## src/rtl/id_stage.sv

```systemverilog
// ----------------------------------------------------------------------------
// id_stage : instruction-decode stage of a five-stage MIPS-style pipeline.
//
// Contains the IF/ID pipeline latch, a 32x32 register file with write-through
// bypass, the load-use hazard detector and the combinational main decoder.
//
// Ports
//   CLK, RESET            rising-edge clock, synchronous active-low reset
//   instruction_in        instruction word from fetch
//   PCPlus4_in            PC+4 from fetch
//   flush                 taken jump/branch resolved in memory stage
//   RegWrite_WB, WriteReg_WB, WriteData_WB   writeback port into the regfile
//   EX_MemRead, EX_Rt     load currently in execute (for load-use detection)
//   stall                 high holds the fetch PC and this latch
//   valid_out             latch holds a real instruction
//   PCPlus4_out           latched PC+4
//   ReadData1/2           register operands rs / rt
//   Imm                   extended immediate
//   Rs, Rt, Rd, shamt     instruction fields (Rd forced to 31 for jal)
//   RegWrite..Jump        control bits, ALUControl 4-bit ALU operation
//   halt                  sticky flag raised by the 0xFFFFFFFF terminate word
//
// Handshake: this stage has no valid/ready pair; valid_out qualifies every
// output and stall is the backpressure toward fetch. A cycle with stall=1 or
// valid_out=0 carries a bubble (all control bits 0).
// ----------------------------------------------------------------------------
module id_stage (
  input  logic        CLK,
  input  logic        RESET,
  input  logic [31:0] instruction_in,
  input  logic [31:0] PCPlus4_in,
  input  logic        flush,
  input  logic        RegWrite_WB,
  input  logic [4:0]  WriteReg_WB,
  input  logic [31:0] WriteData_WB,
  input  logic        EX_MemRead,
  input  logic [4:0]  EX_Rt,
  output logic        stall,
  output logic        valid_out,
  output logic [31:0] PCPlus4_out,
  output logic [31:0] ReadData1,
  output logic [31:0] ReadData2,
  output logic [31:0] Imm,
  output logic [4:0]  Rs,
  output logic [4:0]  Rt,
  output logic [4:0]  Rd,
  output logic [4:0]  shamt,
  output logic        RegWrite,
  output logic        MemRead,
  output logic        MemWrite,
  output logic        MemtoReg,
  output logic        ALUSrc,
  output logic        RegDst,
  output logic        Branch,
  output logic        BranchNE,
  output logic        Jump,
  output logic [3:0]  ALUControl,
  output logic        halt
);

  // Opcodes
  localparam logic [5:0] OP_RTYPE = 6'h00;
  localparam logic [5:0] OP_J     = 6'h02;
  localparam logic [5:0] OP_JAL   = 6'h03;
  localparam logic [5:0] OP_BEQ   = 6'h04;
  localparam logic [5:0] OP_BNE   = 6'h05;
  localparam logic [5:0] OP_ADDI  = 6'h08;
  localparam logic [5:0] OP_ADDIU = 6'h09;
  localparam logic [5:0] OP_ANDI  = 6'h0C;
  localparam logic [5:0] OP_ORI   = 6'h0D;
  localparam logic [5:0] OP_XORI  = 6'h0E;
  localparam logic [5:0] OP_LW    = 6'h23;
  localparam logic [5:0] OP_SW    = 6'h2B;

  // ALU operation codes
  localparam logic [3:0] ALU_ADD = 4'd0;
  localparam logic [3:0] ALU_SUB = 4'd1;
  localparam logic [3:0] ALU_AND = 4'd2;
  localparam logic [3:0] ALU_OR  = 4'd3;
  localparam logic [3:0] ALU_XOR = 4'd4;
  localparam logic [3:0] ALU_NOR = 4'd5;
  localparam logic [3:0] ALU_SLT = 4'd6;
  localparam logic [3:0] ALU_SLL = 4'd7;
  localparam logic [3:0] ALU_SRL = 4'd8;
  localparam logic [3:0] ALU_SRA = 4'd9;

  localparam logic [31:0] HALT_WORD = 32'hFFFF_FFFF;

  // IF/ID latch
  logic [31:0] instr;
  logic [31:0] pc4;
  logic        valid;

  logic [31:0] regs [32];

  // Priority: reset > flush > stall > load. On flush pc4 is left as-is; it
  // is meaningless once valid drops.
  always_ff @(posedge CLK) begin
    if (!RESET) begin
      instr <= 32'h0;
      pc4   <= 32'h0;
      valid <= 1'b0;
    end else if (flush) begin
      instr <= 32'h0;
      valid <= 1'b0;
    end else if (!stall) begin
      instr <= instruction_in;
      pc4   <= PCPlus4_in;
      valid <= 1'b1;
    end
  end

  // Register file; $0 is never written.
  always_ff @(posedge CLK) begin
    if (!RESET) begin
      for (int i = 0; i < 32; i++) regs[i] <= 32'h0;
    end else if (RegWrite_WB && (WriteReg_WB != 5'd0)) begin
      regs[WriteReg_WB] <= WriteData_WB;
    end
  end

  // Sticky halt flag.
  always_ff @(posedge CLK) begin
    if (!RESET)
      halt <= 1'b0;
    else if (valid && (instr == HALT_WORD))
      halt <= 1'b1;
  end

  // Field extraction
  logic [5:0] opcode;
  logic [5:0] funct;
  assign opcode = instr[31:26];
  assign funct  = instr[5:0];

  assign Rs          = instr[25:21];
  assign Rt          = instr[20:16];
  assign Rd          = (opcode == OP_JAL) ? 5'd31 : instr[15:11];
  assign shamt       = instr[10:6];
  assign valid_out   = valid;
  assign PCPlus4_out = pc4;

  // Logical immediates zero-extend, everything else sign-extends.
  always_comb begin
    if (opcode == OP_ANDI || opcode == OP_ORI || opcode == OP_XORI)
      Imm = {16'h0, instr[15:0]};
    else
      Imm = {{16{instr[15]}}, instr[15:0]};
  end

  // Read ports with write-through bypass so a same-cycle writeback is seen.
  always_comb begin
    if (Rs == 5'd0)
      ReadData1 = 32'h0;
    else if (RegWrite_WB && (WriteReg_WB == Rs))
      ReadData1 = WriteData_WB;
    else
      ReadData1 = regs[Rs];

    if (Rt == 5'd0)
      ReadData2 = 32'h0;
    else if (RegWrite_WB && (WriteReg_WB == Rt))
      ReadData2 = WriteData_WB;
    else
      ReadData2 = regs[Rt];
  end

  // Load-use hazard: only R-type, sw, beq and bne consume rt as a source.
  logic reads_rt;
  assign reads_rt = (opcode == OP_RTYPE) || (opcode == OP_SW) ||
                    (opcode == OP_BEQ)   || (opcode == OP_BNE);

  assign stall = valid && EX_MemRead && (EX_Rt != 5'd0) &&
                 ((EX_Rt == Rs) || ((EX_Rt == Rt) && reads_rt));

  // Raw decode, before bubble gating.
  logic       d_reg_write, d_mem_read, d_mem_write, d_mem_to_reg;
  logic       d_alu_src, d_reg_dst, d_branch, d_branch_ne, d_jump;
  logic [3:0] d_alu;

  always_comb begin
    d_reg_write  = 1'b0;
    d_mem_read   = 1'b0;
    d_mem_write  = 1'b0;
    d_mem_to_reg = 1'b0;
    d_alu_src    = 1'b0;
    d_reg_dst    = 1'b0;
    d_branch     = 1'b0;
    d_branch_ne  = 1'b0;
    d_jump       = 1'b0;
    d_alu        = ALU_ADD;
    unique case (opcode)
      OP_RTYPE: begin
        d_reg_dst   = 1'b1;
        d_reg_write = 1'b1;
        case (funct)
          6'h20, 6'h21: d_alu = ALU_ADD;
          6'h22, 6'h23: d_alu = ALU_SUB;
          6'h24:        d_alu = ALU_AND;
          6'h25:        d_alu = ALU_OR;
          6'h26:        d_alu = ALU_XOR;
          6'h27:        d_alu = ALU_NOR;
          6'h2A:        d_alu = ALU_SLT;
          6'h00, 6'h04: d_alu = ALU_SLL;
          6'h02, 6'h06: d_alu = ALU_SRL;
          6'h03, 6'h07: d_alu = ALU_SRA;
          6'h08: begin
            // jr: target comes from ReadData1, nothing is written back.
            d_reg_write = 1'b0;
            d_jump      = 1'b1;
          end
          default: begin
            d_reg_dst   = 1'b0;
            d_reg_write = 1'b0;
          end
        endcase
      end
      OP_LW: begin
        d_mem_read   = 1'b1;
        d_mem_to_reg = 1'b1;
        d_reg_write  = 1'b1;
        d_alu_src    = 1'b1;
      end
      OP_SW: begin
        d_mem_write = 1'b1;
        d_alu_src   = 1'b1;
      end
      OP_BEQ: begin
        d_branch = 1'b1;
        d_alu    = ALU_SUB;
      end
      OP_BNE: begin
        d_branch_ne = 1'b1;
        d_alu       = ALU_SUB;
      end
      OP_ADDI, OP_ADDIU: begin
        d_reg_write = 1'b1;
        d_alu_src   = 1'b1;
      end
      OP_ANDI: begin
        d_reg_write = 1'b1;
        d_alu_src   = 1'b1;
        d_alu       = ALU_AND;
      end
      OP_ORI: begin
        d_reg_write = 1'b1;
        d_alu_src   = 1'b1;
        d_alu       = ALU_OR;
      end
      OP_XORI: begin
        d_reg_write = 1'b1;
        d_alu_src   = 1'b1;
        d_alu       = ALU_XOR;
      end
      OP_J: d_jump = 1'b1;
      OP_JAL: begin
        d_reg_write = 1'b1;
        d_jump      = 1'b1;
      end
      default: ;  // unknown opcode (including the halt word) -> bubble
    endcase
  end

  logic bubble;
  assign bubble = stall || !valid;

  assign RegWrite   = d_reg_write  & ~bubble;
  assign MemRead    = d_mem_read   & ~bubble;
  assign MemWrite   = d_mem_write  & ~bubble;
  assign MemtoReg   = d_mem_to_reg & ~bubble;
  assign ALUSrc     = d_alu_src    & ~bubble;
  assign RegDst     = d_reg_dst    & ~bubble;
  assign Branch     = d_branch     & ~bubble;
  assign BranchNE   = d_branch_ne  & ~bubble;
  assign Jump       = d_jump       & ~bubble;
  assign ALUControl = bubble ? 4'd0 : d_alu;

endmodule

```

## config.mk

```make
export PLATFORM = sky130hd
export DESIGN_NAME = id_stage
export DESIGN_NICKNAME = d
export VERILOG_FILES = /design/src/rtl/id_stage.sv
export SDC_FILE = /design/constraint.sdc
export NUM_CORES = 2
export LEC_CHECK = 0
export BUFFER_PORTS_ARGS = -buffer_cell sky130_fd_sc_hd__buf_2
export CORE_UTILIZATION = 25
export CTS_CLUSTER_SIZE = 28
export DETAILED_ROUTE_END_ITERATION = 6
export GPL_TIMING_DRIVEN = 0
export PLACE_DENSITY = 0.45
export SYNTH_ARGS = -nofsm -noshare
export SYNTH_HDL_FRONTEND = slang
export SYNTH_SLANG_ARGS = --single-unit
```

## constraint.sdc

```tcl
create_clock -name CLK -period 5.54 [get_ports CLK]
set_input_delay 1.108 -clock CLK [delete_from_list [all_inputs] [get_ports CLK]]
set_output_delay 1.108 -clock CLK [all_outputs]
set_load 0.02 [all_outputs]
```

* After elaboration in Yosys (flattened, before gate mapping)
Memories as Yosys holds them, arrays and structs flattened. A register that Yosys moved wholly into a read port is not among the register bits.
Index checks and enable logic that the tools add are counted.
** Word-level totals
- Register bits :: 66
- RAM bits :: 1024
- Memories kept :: 1
** Memory list
- regs :: words 32, width 32, rd ports 2, clocked after memory_dff 2, wr ports 32, RTL line 94 : logic [31:0] regs [32];
** Operators by class
- Equal/unequal tests :: 31
- Mux-type cells :: 31
- Bitwise operators :: 12
- Reductions and logical operators :: 35
** Operators by type and width (count)
- 2-to-1 mux 32 bit :: 6
- == test 6 bit, second input constant :: 11
- == test 6 x 4 -> 1 bit, second input constant :: 6
- one-hot mux 4 bit (9 select lines) :: 1
- == test 32 bit, second input constant :: 1
- OR reduction 32 bit :: 1
- == test 6 x 3 -> 1 bit, second input constant :: 5
- 2-to-1 mux 5 bit :: 6
- == test 6 x 2 -> 1 bit, second input constant :: 4
- == test 5 bit :: 4
- one-hot mux 4 bit (5 select lines) :: 1
- OR reduction 16 bit :: 1
- OR reduction 15 bit :: 1
- 2-to-1 mux 1 bit :: 14
- OR reduction 2 bit :: 7
- OR reduction 7 bit :: 2
- logical NOT 6 bit :: 2
- logical NOT 5 bit :: 2
- nonzero test 5 bit :: 2
- AND 1 bit :: 8
- logical AND 1 bit :: 8
- logical OR 1 bit :: 7
- 2-to-1 mux 4 bit :: 1
- inverter 1 bit :: 4
- other kinds (3) :: 4

* Logic depth before layout (Yosys ltp)
- Depth in word-level cells :: 10
- Mapped depth :: 10
- Mapped depth without buffers :: 5

* Worst setup path before layout
OpenSTA, ideal clock, no wires.
- Path kind :: input-to-reg
- Start point :: input port WriteReg_WB[2]
- End point :: memory regs[18][0] (enable)
- Library setup time :: 0.466 ns
- Arrival time :: 4.392 ns
- Data required time :: 5.074 ns
- Path slack :: 0.682 ns
- Cell stages on the path :: 5
- Path buffers :: 3
- Cell sequence :: buf_2 or3b_2 clkbuf_1 clkbuf_1 o21ai_0
** RTL lines
- start, declared :: RTL line 34 : input logic [4:0] WriteReg_WB,
- end, declared :: RTL line 94

==> run_results.csv <==
group,metric,value,unit
status,run_status,"finished, violations left",
status,failed_checks,"max-capacitance violations, max-slew violations, negative setup slack",
worst_setup_path,worstSetupStartpointType,"flop",
sta,setup_repair_after_global_routing_missed_its_margin,"true",
routing,routedWlPerCell,47.48,µm
floorplanning,floorplan.core_area,241000,µm²
placed_design,gp_congestion,1.079,
worst_hold_path,type_of_the_tightest_min_delay_check,"flop to flop",
worst_setup_path,critPathCaptureType,"primary output",
synth,netlist_area,60680,µm²
grt,maximum_number_of_pins_on_one_net_before_global_route_repair,31,
floorplanning,placement_rows,180,
grt,first_pass_grt_wire_length,502500,µm
sta,setup_violations,45,
sta,hold_ws,0.4543,ns
finish,seqCellArea,32270,µm²
sta,layout_min_cycle_time,5.809,ns
pwr,vdd_drop_max,273.6,µV
synth,synth-warning-count,0,
floorplanning,fp.dieArea,244700,µm²
floorplanning,x_dimension_of_the_die,494.7,µm
placed_design,numPlacedInstances,8194,
sta,fin_setup_tns,-4.364,ns
synth,synth_edf_count,1024,
worst_hold_path,min_delay_path_depth,2,
synth,synthesis.instances,4639,
clock_tree,worst_setup_hold_path_clk_slew,0.06,ns
worst_hold_path,min-delay-start,"PCPlus4_out[4]",
flow_run,maxCapViolCount,8,
worst_setup_path,timing.reg2reg.setup_slack,3.07,ns
pwr,cellLeakagePower,24.86,nW
clock_tree,cts_hold_buffers,0,
routing,post-route-drc-count,0,
finish,post_layout_instance_count_excluding_filler_cells,8476,
placed_design,dpl_worst_slack,-0.9196,ns
synth,yosys_register_bits,1100,
routing,first_iter_violations,9040,
floorplanning,start_util,0.2518,
floorplanning,num_io_pins,275,
worst_setup_path,crit_fanout,10,
placed_design,dp.final_hpwl,298000,µm
finish,layout.filler_cells,24320,
sta,achievable-frequency,0.1722,GHz
worst_setup_path,crit_path_cell_trace,"buf_4 -> clkbuf_2 -> mux4_2 -> o21ai_0 -> a31oi_1 -> a32oi_2 -> o21ai_1 -> buf_2",
worst_setup_path,worstPathBufferInverterCount,3,
worst_setup_path,setup.worst_path.class,"flop to primary output",
clock_tree,numCtsBuffers,137,
synth,postSynth.asyncResetShare,0,
placed_design,portBuffers,270,
finish,syn_to_final_growth,21.22,%
sta,finalCritPeriodShare,1.049,
routing,detail-route-antenna-nets,0,
pwr,power.density_cell_area,312.6,nW/µm²
worst_setup_path,r2r-end,"instr[19]",
grt,antenna_found_initial,51,
synth,synth.yosys.seq_area_share,0.5319,
finish,final_core_util,0.3052,
worst_setup_path,cell_at_the_slowest_stage_of_the_critical_path,"sky130_fd_sc_hd__clkbuf_2",
grt,grt_use_total,0.3215,
synth,avg_synthesized_cell_area,13.08,µm²
clock_tree,clk_path_buf_depth,3,
worst_setup_path,cp.arrival,4.70,ns
sta,worst_pin_slew,1.725,ns
clock_tree,tritoncts,"done",
worst_setup_path,worst_r2r_path_depth,7,
clock_tree,numClockSinks,1100,
worst_setup_path,r2r-start,"instr[27]",
sta,final_critical_path_setup_slack,-0.2688,ns
clock_tree,clock_latency,0.84,ns
routing,postRouteWirelength,402500,µm
clock_tree,cts_htree_levels,4,
grt,first_global_vias,46080,
worst_hold_path,timing.hold.worst_endpoint,"PCPlus4_out[4]",
synth,yosys_most_used_dff,"sky130_fd_sc_hd__edfxtp_1",
synth,synth_cell_type_count,84,
worst_setup_path,cpLargestDelayFamily,"buffers and inverters",
sta,timing.final.hold_violations,0,
worst_setup_path,critical-path-max-stage-delay,0.73,ns
routing,detailroute.via_count,50220,
finish,post_route_cells_drive_above_1_share,0.2492,
worst_setup_path,crit_required,4.43,ns
grt,globalRoute.totalOverflow,0,
sta,relSlewSlack,-0.1500,
floorplanning,dieHeight,494.7,µm
finish,layout.nets,5266,
clock_tree,clock_tree.root_cell,"sky130_fd_sc_hd__clkbuf_16",
routing,avgViaCountPerCell,5.925,
sta,maxSlewViolCount,64,
finish,area_occupied_by_multi_input_gates,26730,µm²
sta,clock_skew,0.02049,ns
routing,detailedRoute.firstPassIterationCount,7,
## flip-flops by register name, summed over array words and instances (netlist names), named ones only
name	cells
valid_out	1
PCPlus4_out	32
halt	1
regs	1024
instr	32
## layer usage
metal | global-route usage | up-vias | part of all wire
met1 | 0.4077 | 26590 | 0.39
li1 | - | 18780 | -
met2 | 0.4548 | 3905 | 0.41
met5 | 0.002740 | - | 0.00044
met3 | 0.1251 | 920 | 0.13
met4 | 0.2013 | 22 | 0.072
## power by group
part | total [mW] | switching, mW | internal, mW
clock network | 9.37 | 4.07 | 5.31
registers | 9.79 | 0.263 | 9.53
logic | 3.83 | 2.75 | 1.08
total | 23.0 | 7.07 | 15.9
## cells in the final DEF (no fill, tap or decap), drive strengths merged, types with 59 or more instances in the layout
| cell | n |
|---|---|
| a21oi | 89 |
| dfxtp | 76 |
| clkinv | 59 |
| a221oi | 93 |
| mux2i | 401 |
| nand3 | 75 |
| mux2 | 62 |
| mux4 | 315 |
| nor3 | 107 |
| nor2 | 90 |
| clkbuf | 517 |
| nand2 | 130 |
| edfxtp | 1024 |
| buf | 537 |
| o21ai | 184 |
| and2 | 935 |
## kinds of logic after synthesis
| kind of cell | count (synthesis) | share of synthesized area |
|---|---|---|
| muxes | 778 | 0.1946 |
| DFF | 1100 | 0.5319 |
| AOI/OAI and AO/OA | 708 | 0.08319 |
| other | 1 | 0.00006180 |
| and+or+nand+nor | 1471 | 0.1415 |
| xor gates and xnor gates | 21 | 0.003031 |
| buffers and inverters | 560 | 0.04578 |
## cell usage after synthesis, types with 12 or more instances
cell                        number  area (µm²)
sky130_fd_sc_hd__nand2b_1       25       156.4
sky130_fd_sc_hd__o211ai_1       24       180.2
sky130_fd_sc_hd__edfxtp_1     1024       30750
sky130_fd_sc_hd__nand3_1        74       370.4
sky130_fd_sc_hd__nor3_1        106       530.5
sky130_fd_sc_hd__mux2_2         37       416.7
sky130_fd_sc_hd__mux2_1         25       281.5
sky130_fd_sc_hd__a31oi_1        38       237.7
sky130_fd_sc_hd__a21oi_1        89       445.4
sky130_fd_sc_hd__mux2i_1       401        4014
sky130_fd_sc_hd__a32o_1         15       150.1
sky130_fd_sc_hd__buf_6          23       259.0
sky130_fd_sc_hd__o22ai_1        41       256.5
sky130_fd_sc_hd__buf_4          85       638.1
sky130_fd_sc_hd__nand2_1       130       488.0
sky130_fd_sc_hd__a221oi_1       81       709.4
sky130_fd_sc_hd__and2_1        935        5849
sky130_fd_sc_hd__o21ai_1        68       340.3
sky130_fd_sc_hd__o21ai_0       115       575.6
sky130_fd_sc_hd__o221ai_1       16       140.1
sky130_fd_sc_hd__nor4_1         13       81.33
sky130_fd_sc_hd__a211oi_1       27       202.7
sky130_fd_sc_hd__clkbuf_1      351        1318
sky130_fd_sc_hd__dfxtp_1        76        1521
sky130_fd_sc_hd__a221oi_2       12       180.2
sky130_fd_sc_hd__mux4_2        315        7094
sky130_fd_sc_hd__o221a_1        17       191.4
sky130_fd_sc_hd__a221o_1        44       440.4
sky130_fd_sc_hd__xnor2_1        16       140.1
sky130_fd_sc_hd__buf_1          18       67.56
sky130_fd_sc_hd__o2111ai_1      14       122.6
sky130_fd_sc_hd__nor2_1         89       334.1
sky130_fd_sc_hd__nand4_1        21       131.4
sky130_fd_sc_hd__buf_2          58       290.3
sky130_fd_sc_hd__a22oi_1        53       397.9
## through the flow
step | instance area (µm²) | total power, mW
floorplan | 60790 | 11.44
global placement | 66130 | 13.39
detailed placement | 68030 | 13.47
CTS | 73330 | 22.72
global route | 73490 | 23.17
finish | 73550 | 22.99
## how the worst max path moves through the flow
stage | end | depth (start not counted)
floorplan | regs[18][0] | 5
global placement | regs[9][14] | 5
detailed placement | ReadData2[16] | 8
CTS | ReadData2[30] | 10
global route | ReadData2[30] | 11
finish | ReadData2[31] | 8
## layout make-up
class	instances	share of cell area
plain buffers	544	0.04166
clock inverters	78	0.01101
repair buffers	350	0.03940
inverters	12	0.0006124
multi-input cells	3010	0.3634
flip-flops and latches	1100	0.4388
clock buffers	166	0.04995
diodes	31	0.001055
well taps	3185	0.05418
## worst min-delay path: cells and delay by family (launching register included)
family           cells  cell delay, ns
and+or+nand+nor      1            0.05
muxes                1            0.05
DFF                  1            0.30
## repair_timing
action,CTS,global route
resized for setup,194,30
pin swaps,5,2
endpoints found under the setup margin,64,27
buffers inserted,11,0
Note: power is estimated with default switching activity, not from simulation.
